$ cat src/rtl/spi_cmd_controller_if.sv
// Signal bundle between spi_cmd_controller, the SPI byte channel and the miner.
// The slave modport is the controller's view; master is the environment's view.
interface spi_cmd_controller_if #(
  parameter int HDR_BYTES = 76
);
  localparam int ADDR_W = $clog2(HDR_BYTES);

  // SPI byte channel
  logic              chip_enable;
  logic              rx_valid;
  logic [7:0]        rx_byte;
  logic              tx_req;
  logic [7:0]        tx_byte;

  // Miner status and results
  logic              miner_busy;
  logic              miner_found;
  logic [31:0]       miner_nonce;

  // Job buffer write port and miner controls
  logic              job_we;
  logic [ADDR_W-1:0] job_addr;
  logic [7:0]        job_data;
  logic              job_start;
  logic              miner_abort;

  modport slave (
    input  chip_enable, rx_valid, rx_byte, tx_req,
    input  miner_busy, miner_found, miner_nonce,
    output tx_byte, job_we, job_addr, job_data, job_start, miner_abort
  );

  modport master (
    output chip_enable, rx_valid, rx_byte, tx_req,
    output miner_busy, miner_found, miner_nonce,
    input  tx_byte, job_we, job_addr, job_data, job_start, miner_abort
  );
endinterface

$ cat src/rtl/spi_cmd_controller.sv
// SPI command sequencer for the mining core.
// Decodes chip_enable-delimited frames: LOAD_JOB (0x01) writes HDR_BYTES header
// bytes into the job buffer, READ_STATUS (0x02) shifts out a 5-byte status/nonce
// snapshot, ABORT (0x03) pulses miner_abort. All outputs are registered.
// Optional feature macro: SPI_CMD_CHECKSUM_EN -- LOAD_JOB carries a trailing XOR
// checksum byte that gates job_start.
module spi_cmd_controller #(
  parameter int HDR_BYTES = 76
) (
  input  logic                 clk,
  input  logic                 reset,
  spi_cmd_controller_if.slave  bus
);

  localparam int ADDR_W = $clog2(HDR_BYTES);
  // One extra count so the checksum byte position (HDR_BYTES) is representable.
  localparam int CNT_W  = $clog2(HDR_BYTES + 1);

  localparam logic [7:0] OP_LOAD_JOB    = 8'h01;
  localparam logic [7:0] OP_READ_STATUS = 8'h02;
  localparam logic [7:0] OP_ABORT       = 8'h03;

  typedef enum logic [2:0] {IDLE, CMD, LOAD, STATUS, DISCARD} state_t;

  state_t            state, state_next;
  logic [CNT_W-1:0]  cnt_q, cnt_next;
  logic [2:0]        idx_q, idx_next;
  logic              err_q, err_next;
  logic              found_q, found_next;
  logic              loaded_q, loaded_next;
  logic [31:0]       nonce_q, nonce_next;
  logic              snap;
  logic [7:0]        shadow [5];
  logic [7:0]        status_byte;

  logic [7:0]        tx_byte_q, tx_byte_next;
  logic              job_we_q, job_we_next;
  logic [ADDR_W-1:0] job_addr_q, job_addr_next;
  logic [7:0]        job_data_q, job_data_next;
  logic              job_start_q, job_start_next;
  logic              miner_abort_q, miner_abort_next;

`ifdef SPI_CMD_CHECKSUM_EN
  logic [7:0]        csum_q, csum_next;
`endif

  assign status_byte = {4'b0000, err_q, found_q, bus.miner_busy, loaded_q};

  assign bus.tx_byte     = tx_byte_q;
  assign bus.job_we      = job_we_q;
  assign bus.job_addr    = job_addr_q;
  assign bus.job_data    = job_data_q;
  assign bus.job_start   = job_start_q;
  assign bus.miner_abort = miner_abort_q;

  // State register.
  // NOTE: sequential state is assigned with <= so every register samples pre-edge values.
  always_ff @(posedge clk) begin
    if (reset) state <= IDLE;
    else       state <= state_next;
  end

  // Next-state, datapath and registered-output decode for one frame step.
  // NOTE: every signal gets a default before the case so no path can infer a latch.
  always_comb begin
    state_next       = state;
    cnt_next         = cnt_q;
    idx_next         = idx_q;
    err_next         = err_q;
    found_next       = found_q;
    loaded_next      = loaded_q;
    nonce_next       = nonce_q;
    snap             = 1'b0;
    tx_byte_next     = 8'h00;
    job_we_next      = 1'b0;
    job_addr_next    = job_addr_q;
    job_data_next    = job_data_q;
    job_start_next   = 1'b0;
    miner_abort_next = 1'b0;
`ifdef SPI_CMD_CHECKSUM_EN
    csum_next        = csum_q;
`endif

    if (bus.chip_enable) begin
      // Frame end beats any byte arriving on the same edge.
      state_next = IDLE;
      if (state == LOAD) err_next = 1'b1;
    end else begin
      case (state)
        IDLE: state_next = CMD;

        CMD: begin
          if (bus.rx_valid) begin
            case (bus.rx_byte)
              OP_LOAD_JOB: begin
                state_next = LOAD;
                cnt_next   = '0;
`ifdef SPI_CMD_CHECKSUM_EN
                csum_next  = 8'h00;
`endif
              end
              OP_READ_STATUS: begin
                state_next   = STATUS;
                snap         = 1'b1;
                idx_next     = 3'd0;
                tx_byte_next = status_byte;
              end
              OP_ABORT: begin
                state_next       = DISCARD;
                miner_abort_next = 1'b1;
              end
              default: state_next = DISCARD;
            endcase
          end
        end

        LOAD: begin
          if (bus.rx_valid) begin
`ifdef SPI_CMD_CHECKSUM_EN
            if (cnt_q == CNT_W'(HDR_BYTES)) begin
              state_next = DISCARD;
              if (bus.rx_byte == csum_q) job_start_next = 1'b1;
              else                       err_next       = 1'b1;
            end else begin
              job_we_next   = 1'b1;
              job_addr_next = ADDR_W'(cnt_q);
              job_data_next = bus.rx_byte;
              csum_next     = csum_q ^ bus.rx_byte;
              cnt_next      = cnt_q + 1'b1;
            end
`else
            job_we_next   = 1'b1;
            job_addr_next = ADDR_W'(cnt_q);
            job_data_next = bus.rx_byte;
            cnt_next      = cnt_q + 1'b1;
            if (cnt_q == CNT_W'(HDR_BYTES - 1)) state_next = DISCARD;
`endif
          end
        end

        STATUS: begin
          tx_byte_next = shadow[idx_q];
          if (bus.tx_req) begin
            if (idx_q == 3'd4) begin
              state_next   = DISCARD;
              found_next   = 1'b0;
              err_next     = 1'b0;
              tx_byte_next = 8'h00;
            end else begin
              idx_next     = idx_q + 3'd1;
              tx_byte_next = shadow[idx_next];
            end
          end
        end

        DISCARD: state_next = DISCARD;

        default: state_next = IDLE;
      endcase
    end

`ifndef SPI_CMD_CHECKSUM_EN
    // Start follows the cycle in which the last header byte is strobed into the buffer.
    if (job_we_q && (job_addr_q == ADDR_W'(HDR_BYTES - 1))) job_start_next = 1'b1;
`endif

    if (job_start_next)   loaded_next = 1'b1;
    if (miner_abort_next) loaded_next = 1'b0;

    // A found nonce is captured in every state and wins over the readback clear.
    if (bus.miner_found) begin
      nonce_next = bus.miner_nonce;
      found_next = 1'b1;
    end
  end

  // Datapath, flag and output registers.
  always_ff @(posedge clk) begin
    if (reset) begin
      cnt_q         <= '0;
      idx_q         <= 3'd0;
      err_q         <= 1'b0;
      found_q       <= 1'b0;
      loaded_q      <= 1'b0;
      nonce_q       <= 32'h0;
      tx_byte_q     <= 8'h00;
      job_we_q      <= 1'b0;
      job_addr_q    <= '0;
      job_data_q    <= 8'h00;
      job_start_q   <= 1'b0;
      miner_abort_q <= 1'b0;
`ifdef SPI_CMD_CHECKSUM_EN
      csum_q        <= 8'h00;
`endif
    end else begin
      cnt_q         <= cnt_next;
      idx_q         <= idx_next;
      err_q         <= err_next;
      found_q       <= found_next;
      loaded_q      <= loaded_next;
      nonce_q       <= nonce_next;
      tx_byte_q     <= tx_byte_next;
      job_we_q      <= job_we_next;
      job_addr_q    <= job_addr_next;
      job_data_q    <= job_data_next;
      job_start_q   <= job_start_next;
      miner_abort_q <= miner_abort_next;
`ifdef SPI_CMD_CHECKSUM_EN
      csum_q        <= csum_next;
`endif
    end
  end

  // Readback snapshot taken on the READ_STATUS opcode edge.
  // NOTE: the shadow is not reset; it is always written before STATUS reads it.
  always_ff @(posedge clk) begin
    if (snap) begin
      shadow[0] <= status_byte;
      shadow[1] <= nonce_q[31:24];
      shadow[2] <= nonce_q[23:16];
      shadow[3] <= nonce_q[15:8];
      shadow[4] <= nonce_q[7:0];
    end
  end

endmodule

$ cat src/flat_wrapper.sv
// flat-port wrapper written by rule: the top's interface ports become plain ports
module spi_cmd_controller_flat 
#(
  parameter int HDR_BYTES = 76
)
  (clk, reset, bus_chip_enable, bus_rx_valid, bus_rx_byte, bus_tx_req, bus_miner_busy, bus_miner_found, bus_miner_nonce, bus_tx_byte, bus_job_we, bus_job_addr, bus_job_data, bus_job_start, bus_miner_abort);
  spi_cmd_controller_if #(.HDR_BYTES(HDR_BYTES)) bus_i ();
  input  logic clk;
  input  logic reset;
  input wire logic [$bits(bus_i.chip_enable)-1:0] bus_chip_enable;
  input wire logic [$bits(bus_i.rx_valid)-1:0] bus_rx_valid;
  input wire logic [$bits(bus_i.rx_byte)-1:0] bus_rx_byte;
  input wire logic [$bits(bus_i.tx_req)-1:0] bus_tx_req;
  input wire logic [$bits(bus_i.miner_busy)-1:0] bus_miner_busy;
  input wire logic [$bits(bus_i.miner_found)-1:0] bus_miner_found;
  input wire logic [$bits(bus_i.miner_nonce)-1:0] bus_miner_nonce;
  output wire logic [$bits(bus_i.tx_byte)-1:0] bus_tx_byte;
  output wire logic [$bits(bus_i.job_we)-1:0] bus_job_we;
  output wire logic [$bits(bus_i.job_addr)-1:0] bus_job_addr;
  output wire logic [$bits(bus_i.job_data)-1:0] bus_job_data;
  output wire logic [$bits(bus_i.job_start)-1:0] bus_job_start;
  output wire logic [$bits(bus_i.miner_abort)-1:0] bus_miner_abort;
  assign bus_i.chip_enable = bus_chip_enable;
  assign bus_i.rx_valid = bus_rx_valid;
  assign bus_i.rx_byte = bus_rx_byte;
  assign bus_i.tx_req = bus_tx_req;
  assign bus_i.miner_busy = bus_miner_busy;
  assign bus_i.miner_found = bus_miner_found;
  assign bus_i.miner_nonce = bus_miner_nonce;
  assign bus_tx_byte = bus_i.tx_byte;
  assign bus_job_we = bus_i.job_we;
  assign bus_job_addr = bus_i.job_addr;
  assign bus_job_data = bus_i.job_data;
  assign bus_job_start = bus_i.job_start;
  assign bus_miner_abort = bus_i.miner_abort;
  spi_cmd_controller #(.HDR_BYTES(HDR_BYTES)) u_core (.clk(clk), .reset(reset), .bus(bus_i));
endmodule
$ cat config.mk
export PLATFORM = sky130hd
export DESIGN_NAME = spi_cmd_controller_flat
export DESIGN_NICKNAME = d
export VERILOG_FILES = /design/src/rtl/spi_cmd_controller_if.sv /design/src/rtl/spi_cmd_controller.sv /design/src/flat_wrapper.sv
export SDC_FILE = /design/constraint.sdc
export NUM_CORES = 1
export LEC_CHECK = 0
export ABC_AREA = 1
export CORE_AREA = 2 2 103 115
export DETAILED_ROUTE_END_ITERATION = 7
export DIE_AREA = 0 0 105 117
export GPL_TIMING_DRIVEN = 0
export MAX_ROUTING_LAYER = met4
export PLACE_DENSITY = 0.68
export SYNTH_ARGS = -nofsm -noshare
export SYNTH_HDL_FRONTEND = slang
export SYNTH_SLANG_ARGS = --single-unit
export TNS_END_PERCENT = 10
$ cat constraint.sdc
create_clock -name clk -period 7.8 [get_ports clk]
set_input_delay 1.95 -clock clk [delete_from_list [all_inputs] [get_ports clk]]
set_output_delay 1.95 -clock clk [all_outputs]
set_load 0.005 [all_outputs]
---- Yosys cells after proc, flatten, opt, wreduce, memory -nomap -nowiden ----
Memories as Yosys holds them, arrays and structs flattened. A register that Yosys moved wholly into a read port is not among the register bits.
Index checks and enable logic that the tools add are counted.
storage, ports and cells
  flip-flop bits (word level) ............. 74
  bits in writable memories ............... 40
  input port bits ......................... 47
  output and inout port bits .............. 26
  word-level logic and storage cells ...... 99
  memories ................................ 1
cells by class
  add/subtract/negate cells ............... 2
  equality and inequality tests ........... 20
  multiplexer cells ....................... 42
  bitwise logic cells ..................... 2
  reduce and logical (&&, ||, !) cells .... 19
memories
  memory         depth  width  read ports  clocked after Yosys merged registers in  write ports  line                      source
  u_core.shadow  5      8      2           1                                        5            spi_cmd_controller.sv:33  logic [7:0] shadow [5];
operator list
  cell                 count
  $mux 3               11
  $mux 8               3
  $mux 7               3
  $mux 1               19
  $eq 8x2->1 const B   2
  $pmux 8 s2           1
  $reduce_bool 2->1    8
  $pmux 3 s5           1
  $eq 7x7->1 const B   2
  $pmux 7 s2           1
  $pmux 3 s2           2
  $ne 2x1->1 const B   5
  $ne 2x2->1 const B   5
  $reduce_and 5->1     2
  $eq 8x1->1 const B   1
  $reduce_and 4->1     2
  $add 7x1->7 const B  1
  $eq 3x2->1 const B   2
  $eq 3x3->1 const B   2
  $reduce_and 6->1     1
  $mux 4               1
  $reduce_or 2->1      2
  $add 3x1->3 const B  1
  $eq 3x1->1 const B   1
  other kinds (5)      6

---- Logic depth before layout (Yosys ltp) ----
  word-level depth ........................ 7
  gate-level depth with buffers ........... 12
  gate-level depth less buffers ........... 11

---- Worst setup path before layout ----
Ideal clock, no wire load.
  path kind ............................... input to register
  start point ............................. input bus_rx_byte[2]
  end point ............................... memory u_core.shadow[0][0], enable pin
  data arrival time ....................... 5776 ps
  required time ........................... 7281 ps
  path slack .............................. 1505 ps
  cell stages on the path ................. 3
  buffers on the path ..................... 0
  cells stage by stage .................... nor2_1 nand2_1 nor4_1
RTL lines
  element      line                      source
  from (decl)  flat_wrapper.sv:12        input wire logic [$bits(bus_i.rx_byte)-1:0] bus_rx_byte;
  to (decl)    spi_cmd_controller.sv:33

==> reports/qor.yml <==
synthesis:
  synth-edff-count: 36
  yosysUniqueCellTypes: 32
  ys_top_cells_by_area: "dfxtp_1, edfxtp_1, nor2_1"
  postSynthAreaPerCell_um2: 7.716
  synth_top_cell_area_share_pct: 31.46
  syn_inst: 635
  synth_nets: 685
  yosys_warnings: 0
  synth.largest_area_cell: "dfxtp_1"
  async_flop_share_pct: 0
  netlist_area_um2: 4900
  synth_seq_cells: 113
  ys.flop_type: "dfxtp_1"
  ys_seq_area_share_pct: 53.52
clock_tree:
  postCtsHoldBufs: 0
  cts.clk_slew.worst_paths_ps: 50
  cts_setup_buffers: 0
  post_cts_resize_count: 0
  clockRootBuffer: "clkbuf_16"
  clock_path_buffers: 2
  numCtsBuffers: 17
  htreeDepth: 4
  clock_latency_ps: 400
  cts_tree: "built"
  cts.sinks: 113
timing:
  clock_skew_ps: 9.315
  finalSetupViolCount: 0
  rsz0062_at_grt: "false"
  slew_headroom_pct: 61.74
  period_share_pct: 51.57
  fin_crit_ps: 4022
  setup_tns_ps: 0
  hold_viol: 0
  slew_violations: 0
  max_freq_mhz: 248.6
  tightest_slew_ps: 573.8
critical_path:
  r2r_cells: 7
  crit_start: "bus_rx_valid"
  cp-end-kind: "flip-flop"
  reg2reg_from: "u_core.state[1]"
  critPathMaxFanout: 10
  cp-start-kind: "input pin"
  critPathKind: "in2reg"
  rrSetupSlack_ps: 5410
  r2r_end: "u_core.shadow[1][1]"
  arrival_ps: 4120
  worstPathRequired_ps: 7900
finish:
  drive_above_1_share_pct: 7.817
  num-nets-final: 780
  diodes: 0
  final_util_pct: 56.94
  final_cell_mix: "nor2_1, nand2_1, dfxtp_1"
  final_common_cell: "nor2_1"
  syn_to_final_growth_pct: 29.95
  design_area_um2: 6367
  n_fill_cell: 1068
placement:
  io_buffers: 72
  dpl_cell_area_um2: 5844
  place_hpwl_um: 9292
  gp_congestion: 0.8563
run_status:
  status: "finished, final reports clean"
grt:
  grt_overflow: 0
  grt_pass1_wl_um: 20310
  grt_pass1_vias: 4316
  antenna_found_initial: 0
  grt_usage_pct: 21.96
  grt_max_degree: 17
floorplan:
  die_area_um2: 12290
  die_height_um: 117
  start_util_pct: 43.81
  die_w_um: 105
  core_um2: 11180
  rows: 41
  ios: 73
drt:
  via_per_inst: 5.010
  post_drt_wl_per_cell_um: 14.22
  vias: 4469
  initialDrtViolationCount: 308
  dr.pass1.iters: 7
  wirelength_um: 12680
  drc: 0
  antenna_left: 0
worst_hold_path:
  min_from: "u_core.nonce_q[30]"
  min_to: "u_core.shadow[1][6]"
  hold_path_class: "reg2reg"
  whs_path_depth: 0
power:
  irDropWorstVdd_mv: 0.1358
  fin_total_pwr_uw: 1434
  pwr_density_cell_nw_per_um2: 225.2
  p_leak_uw: 0.002685
job:
  cap_violations: 0
[worst max path at each step]
| stage | cells after the start | endpoint | slack (ps) |
|---|---|---|---|
| global placement | 5 | u_core.shadow[3][5] | -80 |
| floorplan | 3 | u_core.shadow[0][0] | 1500 |
| detailed placement | 9 | u_core.shadow[3][6] | 3420 |
| global route | 8 | u_core.shadow[1][1] | 3700 |
| finish | 9 | u_core.shadow[1][1] | 3780 |
| CTS | 9 | u_core.shadow[1][1] | 3820 |
[cells by family after synthesis]
| group | Yosys count | share of synthesized area (%) |
|---|---|---|
| buffers and inverters | 71 | 5.720 |
| AOI/OAI and AO/OA | 95 | 10.01 |
| xor gates and xnor gates | 2 | 0.3576 |
| adders and majority gates | 3 | 0.7662 |
| DFF | 113 | 53.52 |
| and+or+nand+nor | 351 | 29.62 |
[layout make-up]
cell class | count | area, um^2 | share of cell area, %
multi-input combinational | 451 | 2003 | 31.46
buffer | 23 | 100.1 | 1.572
clock inverter | 9 | 68.82 | 1.081
sequential | 113 | 2623 | 41.19
inverter | 48 | 180.2 | 2.830
tap | 150 | 187.7 | 2.948
timing repair buffer | 76 | 750.7 | 11.79
clock buffer | 22 | 454.2 | 7.133
[stage by stage]
| step | setup WS [ps] | std cells | hold WS (ps) |
|---|---|---|---|
| finish | 3778 | 892 | 417.2 |
| global route | 3701 | 892 | 424.9 |
| CTS | 3816 | 892 | 419.0 |
| detailed placement | 3418 | 861 | 411.0 |
| global placement | -80.06 | 857 | 410.0 |
| floorplan | 1505 | 635 | 402.9 |
[flip-flops by register name, summed over array words and instances (netlist names), 3 cells and up, named ones only]
| name | cells |
|---|---|
| u_core.bus.job_data | 8 |
| u_core.nonce_q | 32 |
| u_core.bus.tx_byte | 8 |
| u_core.idx_q | 3 |
| u_core.cnt_q | 7 |
| u_core.bus.job_addr | 7 |
| u_core.state | 3 |
| u_core.shadow | 36 |
[layer usage]
metal,track usage (%),vias up,wire length [um]
met1,27.63,2067,5725
met2,35.67,147,6147
met5,-,-,0
met3,4.374,10,701
li1,-,2245,-
met4,7.733,0,106
[worst max-delay path, cell delays in order]
cell	delay (ps)
clkdlybuf4s50_1	530
inv_1	120
nor2_1	150
inv_1	120
nor4_2	410
buf_4	260
buf_4	180
buf_4	190
buf_4	210
[Yosys cell counts (3+ instances only)]
cell type    n
o21ai_0     65
a21oi_1     25
dfxtp_1     77
buf_1        3
ha_1         3
nand3_2      3
nand4_1      6
nand3_1     41
clkbuf_1     9
nor2_1     147
nand2_1    138
or2_2        4
inv_1       44
edfxtp_1    36
buf_2       11
[power by group]
group | switching [uW] | internal, uW
sequential | 10.7 | 624
clock | 246 | 438
combinational | 67.7 | 48.5
No activity file was read; power rests on OpenSTA's default activity.
